<file path="src/rtl/mips_pkg.sv">
// Shared MIPS core definitions used by the multiply unit.
//   mdu_op_t    : multiply flavour decoded by the core (MULTU / MUL)
//   mdu_state_t : multiply-controller FSM states
//   MDU_WIDTH   : default operand width
package mips_pkg;

    localparam int unsigned MDU_WIDTH = 32;

    typedef enum logic {
        MULTU = 1'b0,   // unsigned, product goes to HI/LO
        MUL   = 1'b1    // signed, low word goes to rd
    } mdu_op_t;

    typedef enum logic [1:0] {
        IDLE = 2'd0,
        CALC = 2'd1,
        FIX  = 2'd2,
        DONE = 2'd3
    } mdu_state_t;

endpackage

</file>
<file path="src/rtl/mdu_datapath.sv">
// Multiplier datapath: radix-2 shift-add accumulator with sign fix-up.
//   clk, reset_n : clock and asynchronous active-low reset
//   load         : capture operand magnitudes and sign flag
//   step         : perform one shift-add iteration
//   op           : operation being loaded (MULTU / MUL)
//   srca, srcb   : operands
//   product      : accumulator, negated when the sign flag is set
module mdu_datapath
    import mips_pkg::*;
#(
    parameter int unsigned WIDTH = MDU_WIDTH
) (
    input  logic                 clk,
    input  logic                 reset_n,
    input  logic                 load,
    input  logic                 step,
    input  logic                 op,
    input  logic [WIDTH-1:0]     srca,
    input  logic [WIDTH-1:0]     srcb,
    output logic [2*WIDTH-1:0]   product
);

    logic [WIDTH-1:0]   mcand_q;
    logic [2*WIDTH-1:0] acc_q;
    logic               sign_q;

    logic               is_mul;
    logic [WIDTH-1:0]   mag_a;
    logic [WIDTH-1:0]   mag_b;
    logic [WIDTH:0]     sum;

    assign is_mul = (mdu_op_t'(op) == MUL);

    // The most negative value negates to itself; read as unsigned it is the
    // correct magnitude, so no extra bit is needed.
    assign mag_a = (is_mul && srca[WIDTH-1]) ? (~srca + 1'b1) : srca;
    assign mag_b = (is_mul && srcb[WIDTH-1]) ? (~srcb + 1'b1) : srcb;

    // Upper half plus multiplicand keeps its carry, which shifts back in.
    assign sum = {1'b0, acc_q[2*WIDTH-1:WIDTH]} + (acc_q[0] ? {1'b0, mcand_q} : '0);

    always_ff @(posedge clk or negedge reset_n) begin
        if (!reset_n) begin
            mcand_q <= '0;
            acc_q   <= '0;
            sign_q  <= 1'b0;
        end else if (load) begin
            mcand_q <= mag_a;
            acc_q   <= {{WIDTH{1'b0}}, mag_b};
            sign_q  <= is_mul & (srca[WIDTH-1] ^ srcb[WIDTH-1]);
        end else if (step) begin
            acc_q   <= {sum, acc_q[WIDTH-1:1]};
        end
    end

    assign product = sign_q ? (~acc_q + 1'b1) : acc_q;

endmodule

</file>
<file path="src/rtl/mdu_ctrl.sv">
// Multiply unit controller: FSM, iteration counter, HI/LO/result registers
// and pipeline stall generation around an iterative shift-add datapath.
//   clk, reset_n       : clock and asynchronous active-low reset
//   start, op          : multiply issue and flavour (0 MULTU, 1 MUL)
//   srca, srcb         : operands
//   flush              : squash any in-flight operation
//   rd_hilo, rd_sel    : mfhi/mflo request and select (0 LO, 1 HI)
//   hilo_out           : selected HI or LO register
//   result, wb_en      : MUL low word and its write-back strobe
//   busy, stall, done  : progress, pipeline freeze, completion pulse
module mdu_ctrl
    import mips_pkg::*;
#(
    parameter int unsigned WIDTH = MDU_WIDTH,
    parameter int unsigned ITER  = WIDTH
) (
    input  logic               clk,
    input  logic               reset_n,
    input  logic               start,
    input  logic               op,
    input  logic [WIDTH-1:0]   srca,
    input  logic [WIDTH-1:0]   srcb,
    input  logic               flush,
    input  logic               rd_hilo,
    input  logic               rd_sel,
    output logic [WIDTH-1:0]   hilo_out,
    output logic [WIDTH-1:0]   result,
    output logic               wb_en,
    output logic               busy,
    output logic               stall,
    output logic               done
);

    localparam int unsigned      CNT_W    = (ITER > 1) ? $clog2(ITER) : 1;
    localparam logic [CNT_W-1:0] CNT_LAST = CNT_W'(ITER - 1);

    mdu_state_t         state_q;
    mdu_op_t            op_q;
    logic [CNT_W-1:0]   cnt_q;
    logic [WIDTH-1:0]   hi_q;
    logic [WIDTH-1:0]   lo_q;
    logic [WIDTH-1:0]   res_q;

    logic               accept;
    logic               step;
    logic [2*WIDTH-1:0] product;

    // A start is only taken when the unit is free; while busy the core stalls
    // and reissues it.
    assign accept = ((state_q == IDLE) || (state_q == DONE)) && start && !flush;
    assign step   = (state_q == CALC);

    mdu_datapath #(
        .WIDTH (WIDTH)
    ) u_datapath (
        .clk     (clk),
        .reset_n (reset_n),
        .load    (accept),
        .step    (step),
        .op      (op),
        .srca    (srca),
        .srcb    (srcb),
        .product (product)
    );

    always_ff @(posedge clk or negedge reset_n) begin
        if (!reset_n) begin
            state_q <= IDLE;
            op_q    <= MULTU;
            cnt_q   <= '0;
            hi_q    <= '0;
            lo_q    <= '0;
            res_q   <= '0;
        end else if (flush) begin
            state_q <= IDLE;
            cnt_q   <= '0;
        end else begin
            case (state_q)
                IDLE, DONE: begin
                    if (start) begin
                        state_q <= CALC;
                        cnt_q   <= '0;
                        op_q    <= mdu_op_t'(op);
                    end else begin
                        state_q <= IDLE;
                    end
                end
                CALC: begin
                    cnt_q <= cnt_q + 1'b1;
                    if (cnt_q == CNT_LAST) begin
                        state_q <= FIX;
                    end
                end
                FIX: begin
                    if (op_q == MUL) begin
                        res_q <= product[WIDTH-1:0];
                    end else begin
                        hi_q <= product[2*WIDTH-1:WIDTH];
                        lo_q <= product[WIDTH-1:0];
                    end
                    state_q <= DONE;
                end
                default: state_q <= IDLE;
            endcase
        end
    end

    assign done     = (state_q == DONE);
    assign wb_en    = done && (op_q == MUL);
    assign busy     = (state_q == CALC) || (state_q == FIX);
    assign stall    = busy && (start || rd_hilo);
    assign hilo_out = rd_sel ? hi_q : lo_q;
    assign result   = res_q;

endmodule

</file>
<file path="config.mk">
export PLATFORM = sky130hd
export DESIGN_NAME = mdu_ctrl
export DESIGN_NICKNAME = d
export VERILOG_FILES = /design/src/rtl/mips_pkg.sv /design/src/rtl/mdu_datapath.sv /design/src/rtl/mdu_ctrl.sv
export SDC_FILE = /design/constraint.sdc
export NUM_CORES = 1
export LEC_CHECK = 0
export BUFFER_PORTS_ARGS = -buffer_cell sky130_fd_sc_hd__buf_2
export CORE_ASPECT_RATIO = 0.5
export CORE_MARGIN = 5
export CORE_UTILIZATION = 30
export CTS_CLUSTER_SIZE = 28
export DETAILED_ROUTE_END_ITERATION = 10
export PLACE_DENSITY = 0.5
export SYNTH_ARGS = -nofsm -noshare
export SYNTH_HDL_FRONTEND = slang
export SYNTH_HIERARCHICAL = 1
export SYNTH_SLANG_ARGS = --single-unit
</file>
<file path="constraint.sdc">
create_clock -name clk -period 3 [get_ports clk]
set_clock_uncertainty 0.05 [all_clocks]
set_input_delay 0.15 -clock clk [delete_from_list [all_inputs] [get_ports clk]]
set_output_delay 0.15 -clock clk [all_outputs]
set_load 0.01 [all_outputs]
</file>
==> impl_results.md <==
- Fin crit period: 3.20 ns
- H-tree levels: 1
- Area of the core: 43,600 um^2
- YS warnings: 6
- Worst Max-Slew Pin Slew: 0.867 ns
- DRC Markers: 0
- CP startpoint kind: flip-flop
- WL/cell: 17.7 um
- XOR/XNOR Fraction of Synth Area: 9.79%
- Area grow syn2layout: 31.4%
- Post-synthesis net count: 1,440
- TritonCTS clock tree: done
- Fraction of layout cells with a size suffix above 1: 31.8%
- Largest family of logic cells by synthesized area: multiplexers
- LEAKAGE: 7.61 nW
- WS Path Type: flip-flop to flip-flop
- Remaining global-route overflow: 0
- Simple-Gate Fraction of Synth Area: 14.7%
- Compound-Gate Fraction of Synth Area: 14.0%
- Initial Utilization: 30.4%
- Primary FF master, synth: dfrtp_1
- Clk root buf: clkbuf_16
- CP arrival: 3.56 ns
- Synth Cell Area: 13,200 um^2
- Number of buffers added on ports: 138
- Sum of negative setup slack: -0.839 ns
- Status: finished with violations
- Post-synth ARST share: 100%
- Antenna cell count: 0
- Area contributors post-synth: dfrtp_1 38%, mux2_4 10%, xnor2_1 6.7%
- Mux cell area share after synthesis: 16.2%
- CTS sink count: 201
- Fin. max-slew vios: 0
- PnR worst setup slack: -0.204 ns
- Critical Path Sink Type: flip-flop
- VDD IR max: 0.404 mV
- # nets final: 1,756
- Synth Area in Adders: 3.93%
- Area share of the largest cell type after synthesis: 38.0%
- Failing checks: setup timing
- Die Ht: 159 um
- Largest net degree at the start of global routing: 97
- HP Class: input pin to flip-flop
- Final setup viols: 6
- Relative slew slack: 42.2%
- Number of global-route vias before repair: 10,700
- P per Cell Area: 1010 nW/um^2
- Initial antenna violation count: 1
- Via density: 4.84
- Row cnt: 54
- First-pass DRT Iterations: 5
- Syn avg cell area: 9.97 um^2
- Ports: 139
- Max-cap violations: 0
- GP Congestion: 0.850
- Gr usage total: 15.7%
- Maximum buffer depth of the clock tree: 3
- Final wirelength: 39,900 um
- RSZ-0062 raised after global routing: true
- Post-synthesis instance total: 1,328
- DIE WIDTH: 307 um
- Post-synth EDFFs: 0
- Crit-path max FO: 5
- First-pass GRT wire length: 61,800 um
- Period utilization: 107%
- Initial DRC Count: 732
- Yosys cell types: 71
- Post-synthesis sequential area ratio: 38.0%
- Peak Freq: 312 MHz
- Worst path required time: 3.36 ns
- Die area: 48,700 um^2
- Cell taking the most area after synthesis: dfrtp_1
- Pre-CTS setup slack: -0.180 ns
- Clock latency on the worst-skew pair: 0.52 ns
- Final Hold Viols: 0
- Total CTS buffers: 22
- Post-detail-place hpwl: 29,800 um
- Clk slew on worst S/H paths: 0.06 ns
- Via count: 10,900
- Synthesis-stage register bit count: 201
- Routed Antenna Nets: 0
## sequential cells by signal (all words and copies together), names as in the netlist
register / cells
hi_q: 32
cnt_q: 5
op_q: 1
lo_q: 32
u_datapath/acc_q: 64
u_datapath/sign_q: 1
result: 32
state_q: 2
u_datapath/mcand_q: 32
## worst max-delay path, cell delays in order (launching register included)
cell     delay, ns
dfrtp_1       0.37
or3_4         0.39
or4_4         0.43
or4_4         0.48
or3_4         0.40
or3_4         0.40
o41ai_4       0.23
xnor2_1       0.10
mux2_4        0.25
## Yosys cell counts, drive strengths merged (6+ instances only)
library cell  number
nand2            106
nor2             106
mux2i             34
or2               11
a21o               7
dfrtp            201
clkbuf            48
nand4              6
or4               17
nand3             11
mux2             130
xor2              46
nand3b             7
nor4              13
inv               20
o211ai             9
a211oi            18
ha                40
a31oi              7
or3               21
o21ai             96
o41ai             15
nand2b            11
o31ai             26
nor3               8
and2              35
nor2b             15
xnor2            102
a21oi            102
buf               18
## metrics by stage
stage	power, W	cell area [um^2]	cells	utilization [%]	hold WS [ns]
after floorplan	0.0106	13300	1328	-	-0.196
after global placement	0.0142	15500	2134	35.7	0.261
after detailed placement	0.0142	15500	2134	35.7	0.260
after CTS	0.0175	17100	2243	39.3	0.00121
after global routing	0.0188	17400	2248	39.9	0.00308
final	0.0176	17400	2248	39.9	0.0208
## logic make-up (layout without fill, tap and decap cells)
kind of cell,Yosys count,in the layout
xor gates and xnor gates,148,148
muxes,164,164
adders and majority gates,41,41
DFF,201,201
and+or+nand+nor,383,383
AOI/OAI and AO/OA,305,305
buffers and inverters,86,418
## cell type report
class / count / area, um^2
Timing Repair Buffer: 358 / 2640
Clock inverter: 9 / 151
Sequential cell: 201 / 5030
Inverter: 20 / 75.1
Multi-Input combinational cell: 1041 / 8140
Tap cell: 588 / 736
Fill cell: 4337 / 26200
Clock buffer: 31 / 636
## power breakdown
group	switching (W)	internal, W	total (W)
combinational	0.00490	0.00483	0.00973
sequential	0.00101	0.00392	0.00493
clock	0.00115	0.00182	0.00298
## cell usage in the layout, fill, tap and decap left out, types with 6 or more instances in the layout
master,n
a211oi_1,17
a21o_1,7
a21oi_1,97
a31oi_1,7
and2_1,32
buf_12,7
buf_2,137
buf_4,143
clkbuf_16,23
dfrtp_1,199
dlygate4sd3_1,65
ha_1,32
ha_4,8
inv_1,19
mux2_2,37
mux2_4,91
mux2i_1,34
nand2_1,105
nand2b_1,10
nand3_1,9
nand3b_1,6
nand4_1,6
nor2_1,104
nor2b_1,15
nor3_1,8
nor4_1,9
o211ai_1,9
o21ai_0,85
o21ai_1,10
o31ai_1,19
o41ai_1,11
or2_2,10
or3_1,15
or3_4,6
or4_1,12
xnor2_1,102
xor2_1,46
## metal layers
layer  global-route usage [%]  up-vias  share of wire, %
met1                     22.5     5296                49
li1                         -     5399                 -
met4                     2.45        2               1.4
met5                        0        -             0.018
met3                     2.05       35               2.9
met2                     26.2      148                46
## worst paths after layout
kind,from,endpoint,slack [ns],cells past startpoint
max,u_datapath/acc_q[40],hi_q[31],-0.20,8
min in group asynchronous,reset_n,u_datapath/acc_q[56],0.21,2
max reg2reg,u_datapath/acc_q[40],hi_q[31],-0.20,8
min reg2reg,result[31],result[31],0.45,1
max in group asynchronous,reset_n,u_datapath/mcand_q[30],1.83,3
min,srcb[10],u_datapath/acc_q[10],0.02,4
## what timing repair did
| item | in CTS | in global routing |
|---|---|---|
| setup buffers | 3 | 5 |
| setup endpoints to repair | 21 | 39 |
| endpoints found under the hold margin | 157 | 0 |
| hold buffers | 65 | 0 |
| gates resized for setup | 28 | 44 |
| gates cloned | 1 | 0 |
| pin swaps | 14 | 25 |
(Power assumes the default switching activity.)
